==> src/rtl/mod_74x32_n_reg_if.sv <==
// Bus interface for mod_74x32_n_reg: control, operands and results of the
// N-channel clocked OR bank.
//   en     sample/advance enable (0 freezes all state except the sticky clear)
//   clr    synchronous clear of the sticky capture register
//   mode   function select: 00 OR, 01 NOR, 10 STICKY, 11 RISE
//   a, b   operands, index 0 is channel 1
//   y      registered result after the configured pipeline depth
//   any_c  OR-reduction of y (combinational from y only)
//   valid  pipeline has held a full set of enabled samples since reset
interface mod_74x32_n_reg_if #(
  parameter int unsigned N = 4
) ();

  logic         en;
  logic         clr;
  logic [1:0]   mode;
  logic [0:N-1] a;
  logic [0:N-1] b;
  logic [0:N-1] y;
  logic         any_c;
  logic         valid;

  // Driver side (testbench or parent logic)
  modport master (
    output en, clr, mode, a, b,
    input  y, any_c, valid
  );

  // Gate-bank side
  modport slave (
    input  en, clr, mode, a, b,
    output y, any_c, valid
  );

endinterface

==> src/rtl/mod_74x32_n_reg.sv <==
// Clocked N-channel OR gate bank with selectable function (OR, NOR, sticky
// capture, rising-edge detect), an output pipeline of STAGES registers and
// enable/hold control.
//   clk_i  clock, all state changes on the rising edge
//   rst_i  synchronous active-high reset, overrides every other control
//   bus    mod_74x32_n_reg_if.slave: en, clr, mode, a, b in; y, any_c, valid out
module mod_74x32_n_reg #(
  parameter int unsigned N      = 4,
  parameter int unsigned STAGES = 1
) (
  input  logic                  clk_i,
  input  logic                  rst_i,
  mod_74x32_n_reg_if.slave      bus
);

  typedef logic [0:N-1] chan_t;

  typedef enum logic [1:0] {
    MODE_OR     = 2'b00,
    MODE_NOR    = 2'b01,
    MODE_STICKY = 2'b10,
    MODE_RISE   = 2'b11
  } mode_e;

  chan_t             o_c;
  chan_t             f_c;
  chan_t             sticky_q, sticky_d;
  chan_t             prev_q,   prev_d;
  chan_t             pipe_q [STAGES];
  chan_t             pipe_d [STAGES];
  logic [STAGES-1:0] vld_q,    vld_d;

  // Stage-0 function, sticky/previous update and pipeline advance
  always_comb begin
    o_c      = bus.a | bus.b;
    f_c      = '0;
    sticky_d = sticky_q;
    prev_d   = prev_q;
    pipe_d   = pipe_q;
    vld_d    = vld_q;

    if (bus.en) begin
      unique case (mode_e'(bus.mode))
        MODE_OR:     f_c = o_c;
        MODE_NOR:    f_c = ~o_c;
        MODE_STICKY: begin
          // A clear on the same sample discards the current O entirely
          f_c      = bus.clr ? chan_t'('0) : (sticky_q | o_c);
          sticky_d = sticky_q | o_c;
        end
        MODE_RISE:   f_c = o_c & ~prev_q;
        default:     f_c = '0;
      endcase

      // Track O in every mode so RISE is correct right after a mode switch
      prev_d = o_c;

      pipe_d[0] = f_c;
      vld_d[0]  = 1'b1;
      for (int unsigned k = 1; k < STAGES; k++) begin
        pipe_d[k] = pipe_q[k-1];
        vld_d[k]  = vld_q[k-1];
      end
    end

    // Clear wins over accumulation and acts even while disabled
    if (bus.clr) begin
      sticky_d = '0;
    end
  end

  // State registers
  always_ff @(posedge clk_i) begin
    if (rst_i) begin
      sticky_q <= '0;
      prev_q   <= '0;
      vld_q    <= '0;
      for (int unsigned k = 0; k < STAGES; k++) begin
        pipe_q[k] <= '0;
      end
    end else begin
      sticky_q <= sticky_d;
      prev_q   <= prev_d;
      vld_q    <= vld_d;
      for (int unsigned k = 0; k < STAGES; k++) begin
        pipe_q[k] <= pipe_d[k];
      end
    end
  end

  assign bus.y     = pipe_q[STAGES-1];
  assign bus.valid = vld_q[STAGES-1];
  // Reduction of the registered result only; no path from the inputs
  assign bus.any_c = |pipe_q[STAGES-1];

endmodule
==> src/flat_wrapper.sv <==
// flat-port wrapper written by rule: the top's interface ports become plain ports
module mod_74x32_n_reg_flat 
#(
  parameter int unsigned N      = 4,
  parameter int unsigned STAGES = 1
)
  (clk_i, rst_i, bus_en, bus_clr, bus_mode, bus_a, bus_b, bus_y, bus_any_c, bus_valid);
  mod_74x32_n_reg_if #(.N(N)) bus_i ();
  input  logic clk_i;
  input  logic rst_i;
  input wire logic [$bits(bus_i.en)-1:0] bus_en;
  input wire logic [$bits(bus_i.clr)-1:0] bus_clr;
  input wire logic [$bits(bus_i.mode)-1:0] bus_mode;
  input wire logic [$bits(bus_i.a)-1:0] bus_a;
  input wire logic [$bits(bus_i.b)-1:0] bus_b;
  output wire logic [$bits(bus_i.y)-1:0] bus_y;
  output wire logic [$bits(bus_i.any_c)-1:0] bus_any_c;
  output wire logic [$bits(bus_i.valid)-1:0] bus_valid;
  assign bus_i.en = bus_en;
  assign bus_i.clr = bus_clr;
  assign bus_i.mode = bus_mode;
  assign bus_i.a = bus_a;
  assign bus_i.b = bus_b;
  assign bus_y = bus_i.y;
  assign bus_any_c = bus_i.any_c;
  assign bus_valid = bus_i.valid;
  mod_74x32_n_reg #(.N(N), .STAGES(STAGES)) u_core (.clk_i(clk_i), .rst_i(rst_i), .bus(bus_i));
endmodule
==> config.mk <==
export PLATFORM = sky130hd
export DESIGN_NAME = mod_74x32_n_reg_flat
export DESIGN_NICKNAME = d
export VERILOG_FILES = /design/src/rtl/mod_74x32_n_reg_if.sv /design/src/rtl/mod_74x32_n_reg.sv /design/src/flat_wrapper.sv
export SDC_FILE = /design/constraint.sdc
export NUM_CORES = 1
export LEC_CHECK = 0
export CORE_ASPECT_RATIO = 1.5
export CORE_MARGIN = 5
export CORE_UTILIZATION = 30
export DETAILED_ROUTE_END_ITERATION = 16
export GPL_TIMING_DRIVEN = 0
export PLACE_DENSITY = 0.62
export SETUP_SLACK_MARGIN = 0.4
export SLEW_MARGIN = 20
export SYNTH_ARGS = -nofsm -noshare
export SYNTH_HDL_FRONTEND = slang
export SYNTH_SLANG_ARGS = --single-unit
==> constraint.sdc <==
create_clock -name clk_i -period 1.4 [get_ports clk_i]
set_clock_uncertainty 0.05 [all_clocks]
set_input_delay 0.35 -clock clk_i [delete_from_list [all_inputs] [get_ports clk_i]]
set_output_delay 0.35 -clock clk_i [all_outputs]
set_load 0.1 [all_outputs]
==> impl_metrics.env, run 1 <==
export IMPL_port_buffers=18
export IMPL_maxSlewHeadroom_pct=85.4
export IMPL_die_h_um=65.5
export IMPL_clock_latency_ns=0.27
export IMPL_ctsHoldBuffers=0
export IMPL_period_needed_ns=1.73
export IMPL_multi_input_area_sq_um=387
export IMPL_dp_slack_ns=-0.818
export IMPL_finalCritPeriodShare_pct=124
export IMPL_syn_nets=85
export IMPL_overflow=0
export IMPL_fp_row_count=20
export IMPL_grt_max_degree=11
export IMPL_drtAntennaViolNets=0
export IMPL_netlist_area_sq_um=617
export IMPL_antenna_cells=0
export IMPL_yosysWarnings=0
export IMPL_arrival_ns=1.33
export IMPL_p_sw_share_pct=33.7
export IMPL_tritoncts="built"
export IMPL_cellPowerDensity_nw_per_um2=952
export IMPL_endpoint_kind="primary output"
export IMPL_comb_power_share_pct=34.9
export IMPL_numCtsBuffers=3
export IMPL_die_area_sq_um=3080
export IMPL_antenna_found_initial=0
export IMPL_path_class="flop to primary output"
export IMPL_hold_path_class="input port to flop"
export IMPL_final_util_pct=51.3
export IMPL_drive_gt1_share_pct=44.3
export IMPL_die_width_um=47.0
export IMPL_cts_max_level=1
export IMPL_drv_slew=0
export IMPL_crit_required_ns=1.00
export IMPL_place_gp_congestion=0.766
export IMPL_ir_drop_uv=597
export IMPL_clkPwrFrac_pct=23.4
export IMPL_syn_avg_cell_area_sq_um=8.69
export IMPL_drc=0
export IMPL_top_level_ports=20
export IMPL_tns_ns=-0.333
export IMPL_via_per_inst=5.20
export IMPL_num_vias=619
export IMPL_status="finished, violations left"
export IMPL_max_cap_violations=0
export IMPL_m1WireLength_um=613
export IMPL_seq_area_frac_synth_pct=42.2
export IMPL_setup_ws_ns=-0.333
export IMPL_tightest_slew_ns=0.217
export IMPL_fmax_mhz=577
export IMPL_avgRoutedWirePerCell_um=13.0
export IMPL_wl_met3_um=84
export IMPL_dpl_cell_count=111
export IMPL_violations="negative setup slack"
export IMPL_cts_path_max_buffers=2
export IMPL_hold_ws_ns=0.224
export IMPL_area_growth_pct=66.5
export IMPL_wirelength_um=1550
export IMPL_synth_cells=71
export IMPL_rsz0062_at_grt="yes"
export IMPL_fin_nets=112
export IMPL_final_cells=119
export IMPL_first_iter_violations=8
export IMPL_dpl_hpwl_um=1120
export IMPL_fill_cells=197
export IMPL_initial_core_util_pct=30.8
export IMPL_grt_pass1_wl_um=2680
export IMPL_setup_viol=1
export IMPL_p_leak_nw=0.403
export IMPL_wl_met2_um=840
export IMPL_core_area_sq_um=2000
export IMPL_worstSetupStartpointType="flop"
export IMPL_hold_viol=0
export IMPL_ys_types=21
export IMPL_p_sw_w=0.000330
export IMPL_clk_pin_slew_worst_paths_ns=0.08
export IMPL_dr_pass1_iters=4
export IMPL_root_buffer="clkbuf_4"
export IMPL_gr_usage_all_layers_pct=11.8
export IMPL_seq_area_sq_um=283
export IMPL_ys_ff_latch=13
export IMPL_crit_path_max_fanout=2
export IMPL_power_internal_w=0.000648
export IMPL_grt_pass1_vias=610
export IMPL_clkSinkCount=13
export IMPL_power_frac_seq_pct=41.7
export IMPL_dr_max_layer_used="met4"
[per-layer routing]
layer,global-route usage (%),vias up
met3,2.19,2
met1,13.3,283
met2,20.2,13
met5,0,-
met4,5.19,0
li1,-,321
[final cells by class]
type | instances | share of cell area [%]
well taps | 22 | 2.68
repair buffers | 22 | 26.7
clock buffers | 4 | 2.56
plain buffers | 3 | 2.92
multi-input cells | 55 | 37.6
flip-flops and latches | 13 | 27.5
[path summary, 6_finish.rpt]
path                                    from                         endpoint  slack, ns  depth (start not counted)
max             u_core.bus.y[1]$_SDFFE_PP0P_                        bus_any_c      -0.33                          2
min                                  bus_clr  u_core.sticky_q[0]$_SDFFE_PP0P_       0.22                          2
max reg2reg  u_core.sticky_q[2]$_SDFFE_PP0P_     u_core.bus.y[1]$_SDFFE_PP0P_       0.37                          3
min reg2reg    u_core.prev_q[3]$_SDFFE_PP0P_    u_core.prev_q[3]$_SDFFE_PP0P_       0.43                          2
[flip-flops by register name (all words and copies together) (netlist names)]
name,flops
u_core.sticky_q,4
u_core.prev_q,4
u_core.bus.y,4
u_core.bus.valid,1
[critical path: stages (launching register included)]
cell     delay (ns)
dfxtp_4        0.34
or4_4          0.54
buf_12         0.18
[cell usage in the layout (no fill, tap or decap), drive strengths merged]
| master | count |
|---|---|
| nor2 | 15 |
| buf | 15 |
| dfxtp | 13 |
| dlygate4sd2 | 6 |
| o21ai | 6 |
| a211oi | 5 |
| clkbuf | 5 |
| and3b | 4 |
| a21oi | 4 |
| nor3 | 4 |
| a311oi | 4 |
| or2 | 4 |
| a21boi | 3 |
| clkdlybuf4s15 | 3 |
| or4 | 1 |
| nor3b | 1 |
| and2b | 1 |
| o211ai | 1 |
| o32a | 1 |
| mux2i | 1 |
[what timing repair did]
item / in CTS / in global routing
setup endpoints to repair: 19 / 12
resized for setup: 87 / 22
pin swaps: 11 / 7
hold endpoints to repair: 0 / 0
cloned: 0 / 0
buffers inserted: 3 / 1
[synth_stat cells (all sizes together)]
cell	n	area share (%)
nor3	4	3.2
buf	2	1.6
mux2i	1	1.6
or4	1	1.2
or2	4	4.1
o32a	1	1.6
o211ai	1	1.2
a311oi	4	6.7
dfxtp	13	42
and2b	1	1.2
clkbuf	1	0.61
o21ai	6	4.9
nor2	15	9.1
and3b	4	5.7
nor3b	1	2.0
a211oi	5	6.1
a21boi	3	3.7
a21oi	4	3.2
[power by group through the flow]
stage,clock network (W),logic [W],registers (W)
floorplan,0,0.000114,0.000490
global placement,0,0.000283,0.000411
detailed placement,0,0.000284,0.000412
CTS,0.000236,0.000325,0.000407
global route,0.000252,0.000361,0.000412
finish,0.000229,0.000341,0.000408
[logic make-up after synthesis]
| group | Yosys count | synth area share (%) |
|---|---|---|
| AO/OA/AOI/OAI | 24 | 27.4 |
| multiplexers | 1 | 1.62 |
| flip-flops | 13 | 42.2 |
| AND/OR/NAND/NOR | 30 | 26.6 |
| buffers and inverters | 3 | 2.23 |
[stage by stage]
stage,power [W],cell area [sq um]
floorplan,0.000604,656
global placement,0.000694,863
detailed placement,0.000696,863
CTS,0.000968,975
global route,0.00103,1030
finish,0.000978,1030
Note: power is estimated with default switching activity, not from simulation.
==> inputs of run 2 (changes only) <==
--- a/config.mk
+++ b/config.mk
@@ -5,12 +5,12 @@
 export SDC_FILE = /design/constraint.sdc
 export NUM_CORES = 1
 export LEC_CHECK = 0
-export CORE_ASPECT_RATIO = 1.5
 export CORE_MARGIN = 5
-export CORE_UTILIZATION = 30
+export CORE_UTILIZATION = 43
 export DETAILED_ROUTE_END_ITERATION = 16
 export GPL_TIMING_DRIVEN = 0
-export PLACE_DENSITY = 0.62
+export HOLD_SLACK_MARGIN = 0.02
+export PLACE_DENSITY = 0.81
 export SETUP_SLACK_MARGIN = 0.4
 export SLEW_MARGIN = 20
 export SYNTH_ARGS = -nofsm -noshare
==> run 2 against run 1 <==
Critical endpoint unchanged. Largest cell class unchanged. Via count is 3.1% higher. Critical path type unchanged. Critical path depth stayed put. Combinational power is 1% higher. The run still ends with negative setup slack left.
==> impl_metrics.env, run 2 (synthesized netlist as in run 1, its figures left out) <==
export IMPL_status="finished, violations left"
export IMPL_violations="negative setup slack"
export IMPL_finalPower_w=0.000997
export IMPL_p_sw_w=0.000344
export IMPL_initial_core_util_pct=46.2
export IMPL_clk_pin_slew_worst_paths_ns=0.08
export IMPL_tightest_slew_ns=0.226
export IMPL_max_cap_violations=0
export IMPL_gr_usage_all_layers_pct=16.7
export IMPL_p_leak_nw=0.409
export IMPL_final_util_pct=77.2
export IMPL_drtAntennaViolNets=0
export IMPL_setup_viol=1
export IMPL_layout_common_cells="nor2_1 (12), buf_12 (8), dlygate4sd2_1 (7)"
export IMPL_dp_slack_ns=-0.815
export IMPL_fill_cells=92
export IMPL_area_growth_pct=66.9
export IMPL_grt_pass1_wl_um=2610
export IMPL_numCtsBuffers=3
export IMPL_hold_viol=0
export IMPL_clock_latency_ns=0.28
export IMPL_die_h_um=47.9
export IMPL_num_vias=638
export IMPL_core_area_sq_um=1330
export IMPL_root_buffer="clkbuf_4"
export IMPL_drc=0
export IMPL_drv_slew=0
export IMPL_rr_worst_depth=3
export IMPL_worstSetupStartpointType="flop"
export IMPL_fp_row_count=13
export IMPL_power_frac_seq_pct=41.1
export IMPL_final_common_cell="nor2_1"
export IMPL_power_internal_w=0.000653
export IMPL_die_area_sq_um=2290
export IMPL_hold_path_class="input port to flop"
export IMPL_top_level_ports=20
export IMPL_wirelength_um=1680
export IMPL_endpoint_kind="primary output"
export IMPL_cellPowerDensity_nw_per_um2=968
export IMPL_antenna_cells=0
export IMPL_crit_required_ns=1.00
export IMPL_tritoncts="built"
export IMPL_placed_area_sq_um=855
export IMPL_crit_path_max_fanout=2
export IMPL_p_sw_share_pct=34.5
export IMPL_avgRoutedWirePerCell_um=15.0
export IMPL_dr_pass1_iters=4
export IMPL_place_gp_congestion=0.767
export IMPL_port_buffers=18
export IMPL_path_class="flop to primary output"
export IMPL_fin_nets=112
export IMPL_period_needed_ns=1.76
export IMPL_arrival_ns=1.36
export IMPL_setup_ws_ns=-0.362
export IMPL_die_width_um=47.9
export IMPL_clkSinkCount=13
export IMPL_ir_drop_uv=513
export IMPL_drive_gt1_share_pct=42.3
export IMPL_finalCritPeriodShare_pct=126
export IMPL_cts_path_max_buffers=2
export IMPL_hold_depth=4
export IMPL_overflow=0
export IMPL_ctsHoldBuffers=0
export IMPL_clkPwrFrac_pct=24.3
export IMPL_via_per_inst=5.70
export IMPL_antenna_found_initial=0
export IMPL_rsz0062_at_grt="yes"
export IMPL_cts_max_level=1
export IMPL_grt_pass1_vias=600
export IMPL_final_cell_area_sq_um=1030
export IMPL_grt_max_degree=11
export IMPL_dpl_hpwl_um=1070
export IMPL_comb_power_share_pct=34.6
export IMPL_fmax_mhz=568
export IMPL_maxSlewHeadroom_pct=84.9
export IMPL_first_iter_violations=18
run 2: changes by cell type in the layout (fill, tap and decap cells not counted):
cell | previous run | this run
buf_6 | 4 | 1
nor2_1 | 9 | 12
nor2_2 | 6 | 3
buf_12 | 6 | 8
a311oi_1 | 3 | 2
a311oi_2 | 1 | 2
buf_4 | 3 | 4
clkdlybuf4s15_1 | 3 | 2
dlygate4sd2_1 | 6 | 7
run 2: worst max-delay path, cell delays in order (launching register included):
cell and delay (ns):
dfxtp_4 0.35, or4_4 0.54, buf_12 0.18
run 2: area by class of cell:
| class | count | area [sq um] | share of cell area (%) |
|---|---|---|---|
| buffer | 3 | 30.0 | 2.92 |
| clock buffer | 4 | 26.3 | 2.55 |
| multi-input combinational | 55 | 385 | 37.4 |
| sequential | 13 | 283 | 27.5 |
| tap | 15 | 18.8 | 1.82 |
| timing repair buffer | 22 | 287 | 27.8 |
run 2: stage by stage:
step	hold slack [ns]	setup TNS, ns	std cells
5_1_grt	0.307	-0.386	112
4_1_cts	0.249	-0.354	109
3_5_place_dp	0.415	-6.36	104
3_3_place_gp	0.410	-6.16	104
2_1_floorplan	0.359	-0.174	71
6_report	0.286	-0.362	112
run 2: routing by layer:
layer	wire length [um]	GRT usage, %
met2	774	26.6
met1	730	19.3
met5	0	0
met4	35	8.06
met3	137	6.77
run 2: path summary, 6_finish.rpt:
kind	startpoint	to	slack, ns
max	u_core.bus.y[1]$_SDFFE_PP0P_	bus_any_c	-0.36
min	bus_clr	u_core.bus.y[0]$_SDFFE_PP0P_	0.29
max reg2reg	u_core.sticky_q[2]$_SDFFE_PP0P_	u_core.bus.y[1]$_SDFFE_PP0P_	0.37
min reg2reg	u_core.prev_q[1]$_SDFFE_PP0P_	u_core.prev_q[1]$_SDFFE_PP0P_	0.44
run 2: timing repair:
action,4_1_cts,5_1_grt
pin swaps,10,3
gates resized for setup,91,17
endpoints found under the setup margin,19,11
hold endpoints to repair,0,0
buffers inserted,1,3
run 2: power groups by stage:
stage | Clock, W | Combinational (W) | Sequential, W
after global routing | 0.000269 | 0.000363 | 0.000413
after detailed placement | 0 | 0.000282 | 0.000412
after floorplan | 0 | 0.000114 | 0.000490
final | 0.000242 | 0.000345 | 0.000410
after global placement | 0 | 0.000280 | 0.000411
after CTS | 0.000240 | 0.000321 | 0.000409
==> inputs of run 3 (changes only) <==
--- a/config.mk
+++ b/config.mk
@@ -10,7 +10,7 @@
 export DETAILED_ROUTE_END_ITERATION = 16
 export GPL_TIMING_DRIVEN = 0
 export HOLD_SLACK_MARGIN = 0.02
-export PLACE_DENSITY = 0.81
+export PLACE_DENSITY = 0.77
 export SETUP_SLACK_MARGIN = 0.4
 export SLEW_MARGIN = 20
 export SYNTH_ARGS = -nofsm -noshare
==> run 3 against run 2 <==
First-iteration DRC count decreased by 17%. Wire length increased by 0.48%. Worst setup slack improved by 0.0049 ns. Worst hold slack got worse by 0.078 ns. Sequential power about the same. Critical path depth unchanged. The flow still finishes with violations (negative setup slack). Global-route usage decreased by 0.19 points. Die area unchanged. Fmax increased by 0.28%. Count of clock-buffer cells in the layout unchanged.
==> impl_metrics.env, run 3 (synthesized netlist as in run 1, its figures left out) <==
export IMPL_p_sw_w=0.000346
export IMPL_dr_pass1_iters=4
export IMPL_r2r_start="u_core.sticky_q[2]$_SDFFE_PP0P_"
export IMPL_seq_area_sq_um=282
export IMPL_place_gp_congestion=0.756
export IMPL_cts_max_level=1
export IMPL_num_vias=645
export IMPL_rr_worst_depth=3
export IMPL_violations="negative setup slack"
export IMPL_crit_required_ns=1.00
export IMPL_avgRoutedWirePerCell_um=15.3
export IMPL_clkSinkCount=13
export IMPL_root_buffer="clkbuf_4"
export IMPL_endpoint_kind="primary output"
export IMPL_fp_row_count=13
export IMPL_status="finished, violations left"
export IMPL_timing_rr_end="u_core.bus.y[1]$_SDFFE_PP0P_"
export IMPL_grt_max_degree=11
export IMPL_grt_pass1_vias=620
export IMPL_maxSlewHeadroom_pct=84.9
export IMPL_power_internal_w=0.000645
export IMPL_layout_common_cells="nor2_1 (12), buf_12 (6), dfxtp_1 (6)"
export IMPL_tightest_slew_ns=0.226
export IMPL_holdPathEnd="u_core.sticky_q[2]$_SDFFE_PP0P_"
export IMPL_crit_path_max_fanout=2
export IMPL_finalCritPeriodShare_pct=126
export IMPL_final_common_cell="nor2_1"
export IMPL_via_per_inst=5.86
export IMPL_multi_input_area_sq_um=394
export IMPL_power_frac_seq_pct=41.2
export IMPL_wirelength_um=1690
export IMPL_dp_slack_ns=-0.836
export IMPL_area_growth_pct=62.5
export IMPL_top_level_ports=20
export IMPL_drtAntennaViolNets=0
export IMPL_final_cells=110
export IMPL_worstSetupStartpointType="flop"
export IMPL_overflow=0
export IMPL_antenna_cells=0
export IMPL_antenna_found_initial=0
export IMPL_setup_ws_ns=-0.357
export IMPL_initial_core_util_pct=46.2
export IMPL_port_buffers=18
export IMPL_clk_pin_slew_worst_paths_ns=0.09
export IMPL_fill_cells=107
export IMPL_path_class="flop to primary output"
export IMPL_period_needed_ns=1.76
export IMPL_rsz0062_at_grt="yes"
export IMPL_dpl_hpwl_um=1150
export IMPL_dpl_cell_count=104
export IMPL_setup_viol=1
export IMPL_p_leak_nw=0.392
export IMPL_first_iter_violations=15
export IMPL_fmax_mhz=569
export IMPL_die_h_um=47.9
export IMPL_ctsHoldBuffers=0
export IMPL_fin_nets=110
export IMPL_drc=0
export IMPL_max_cap_violations=0
export IMPL_drive_gt1_share_pct=44.2
export IMPL_drv_slew=0
export IMPL_clkPwrFrac_pct=24.4
export IMPL_grt_pass1_wl_um=2680
export IMPL_arrival_ns=1.36
export IMPL_finalPower_w=0.000991
export IMPL_cts_path_max_buffers=2
export IMPL_clock_latency_ns=0.28
export IMPL_gr_usage_all_layers_pct=16.5
export IMPL_hold_depth=2
export IMPL_cellPowerDensity_nw_per_um2=989
export IMPL_p_sw_share_pct=34.9
export IMPL_numCtsBuffers=3
export IMPL_crit_path_start="u_core.bus.y[2]$_SDFFE_PP0P_"
export IMPL_hold_viol=0
export IMPL_tritoncts="built"
export IMPL_core_area_sq_um=1330
export IMPL_die_area_sq_um=2290
export IMPL_comb_power_share_pct=34.5
export IMPL_die_width_um=47.9
export IMPL_final_cell_area_sq_um=1000
export IMPL_hold_start="bus_clr"
export IMPL_ir_drop_uv=752
export IMPL_hold_path_class="input port to flop"
export IMPL_rrSetupSlack_ns=0.36
export IMPL_placed_area_sq_um=855
==> run 3: power groups by stage <==
| stage | combinational [W] | clock [W] | sequential, W |
|---|---|---|---|
| 2_1_floorplan | 0.000114 | 0 | 0.000490 |
| 3_3_place_gp | 0.000281 | 0 | 0.000412 |
| 3_5_place_dp | 0.000285 | 0 | 0.000412 |
| 4_1_cts | 0.000323 | 0.000239 | 0.000408 |
| 5_1_grt | 0.000360 | 0.000256 | 0.000411 |
| 6_report | 0.000341 | 0.000241 | 0.000408 |
==> run 3: layout make-up <==
| cell class | count | area share [%] |
|---|---|---|
| flip-flops and latches | 13 | 28.1 |
| multi-input cells | 55 | 39.3 |
| plain buffers | 3 | 3.00 |
| well taps | 15 | 1.87 |
| repair buffers | 20 | 25.1 |
| clock buffers | 4 | 2.62 |
==> run 3: worst max path at each step <==
stage / slack, ns / end
finish: -0.36 / bus_any_c
global route: -0.38 / bus_any_c
CTS: -0.36 / bus_any_c
detailed placement: -0.84 / bus_any_c
global placement: -0.81 / bus_any_c
floorplan: -0.17 / bus_any_c
==> run 3: repair_timing <==
item                                    CTS  global route
resized for setup                        92            17
endpoints found under the setup margin   19            12
buffers inserted                          1             1
pin swaps                                12             5
==> run 3: worst max-delay path, stage by stage (launching register included) <==
cell and delay [ns]:
dfxtp_4 0.35, or4_4 0.54, buf_12 0.18
==> run 3: per-stage QoR <==
step	TNS [ns]	hold slack [ns]	utilization [%]
after floorplan	-0.174	0.359	-
after global placement	-6.37	0.410	64.1
after detailed placement	-6.47	0.421	64.1
after CTS	-0.361	0.303	72.0
after global routing	-0.376	0.218	75.1
final	-0.357	0.208	75.1
==> run 3: layer usage <==
metal	wire length, um	GRT usage [%]
met1	719	20.4
met2	821	26.4
met4	23	6.99
met3	121	5.26
met5	0	0
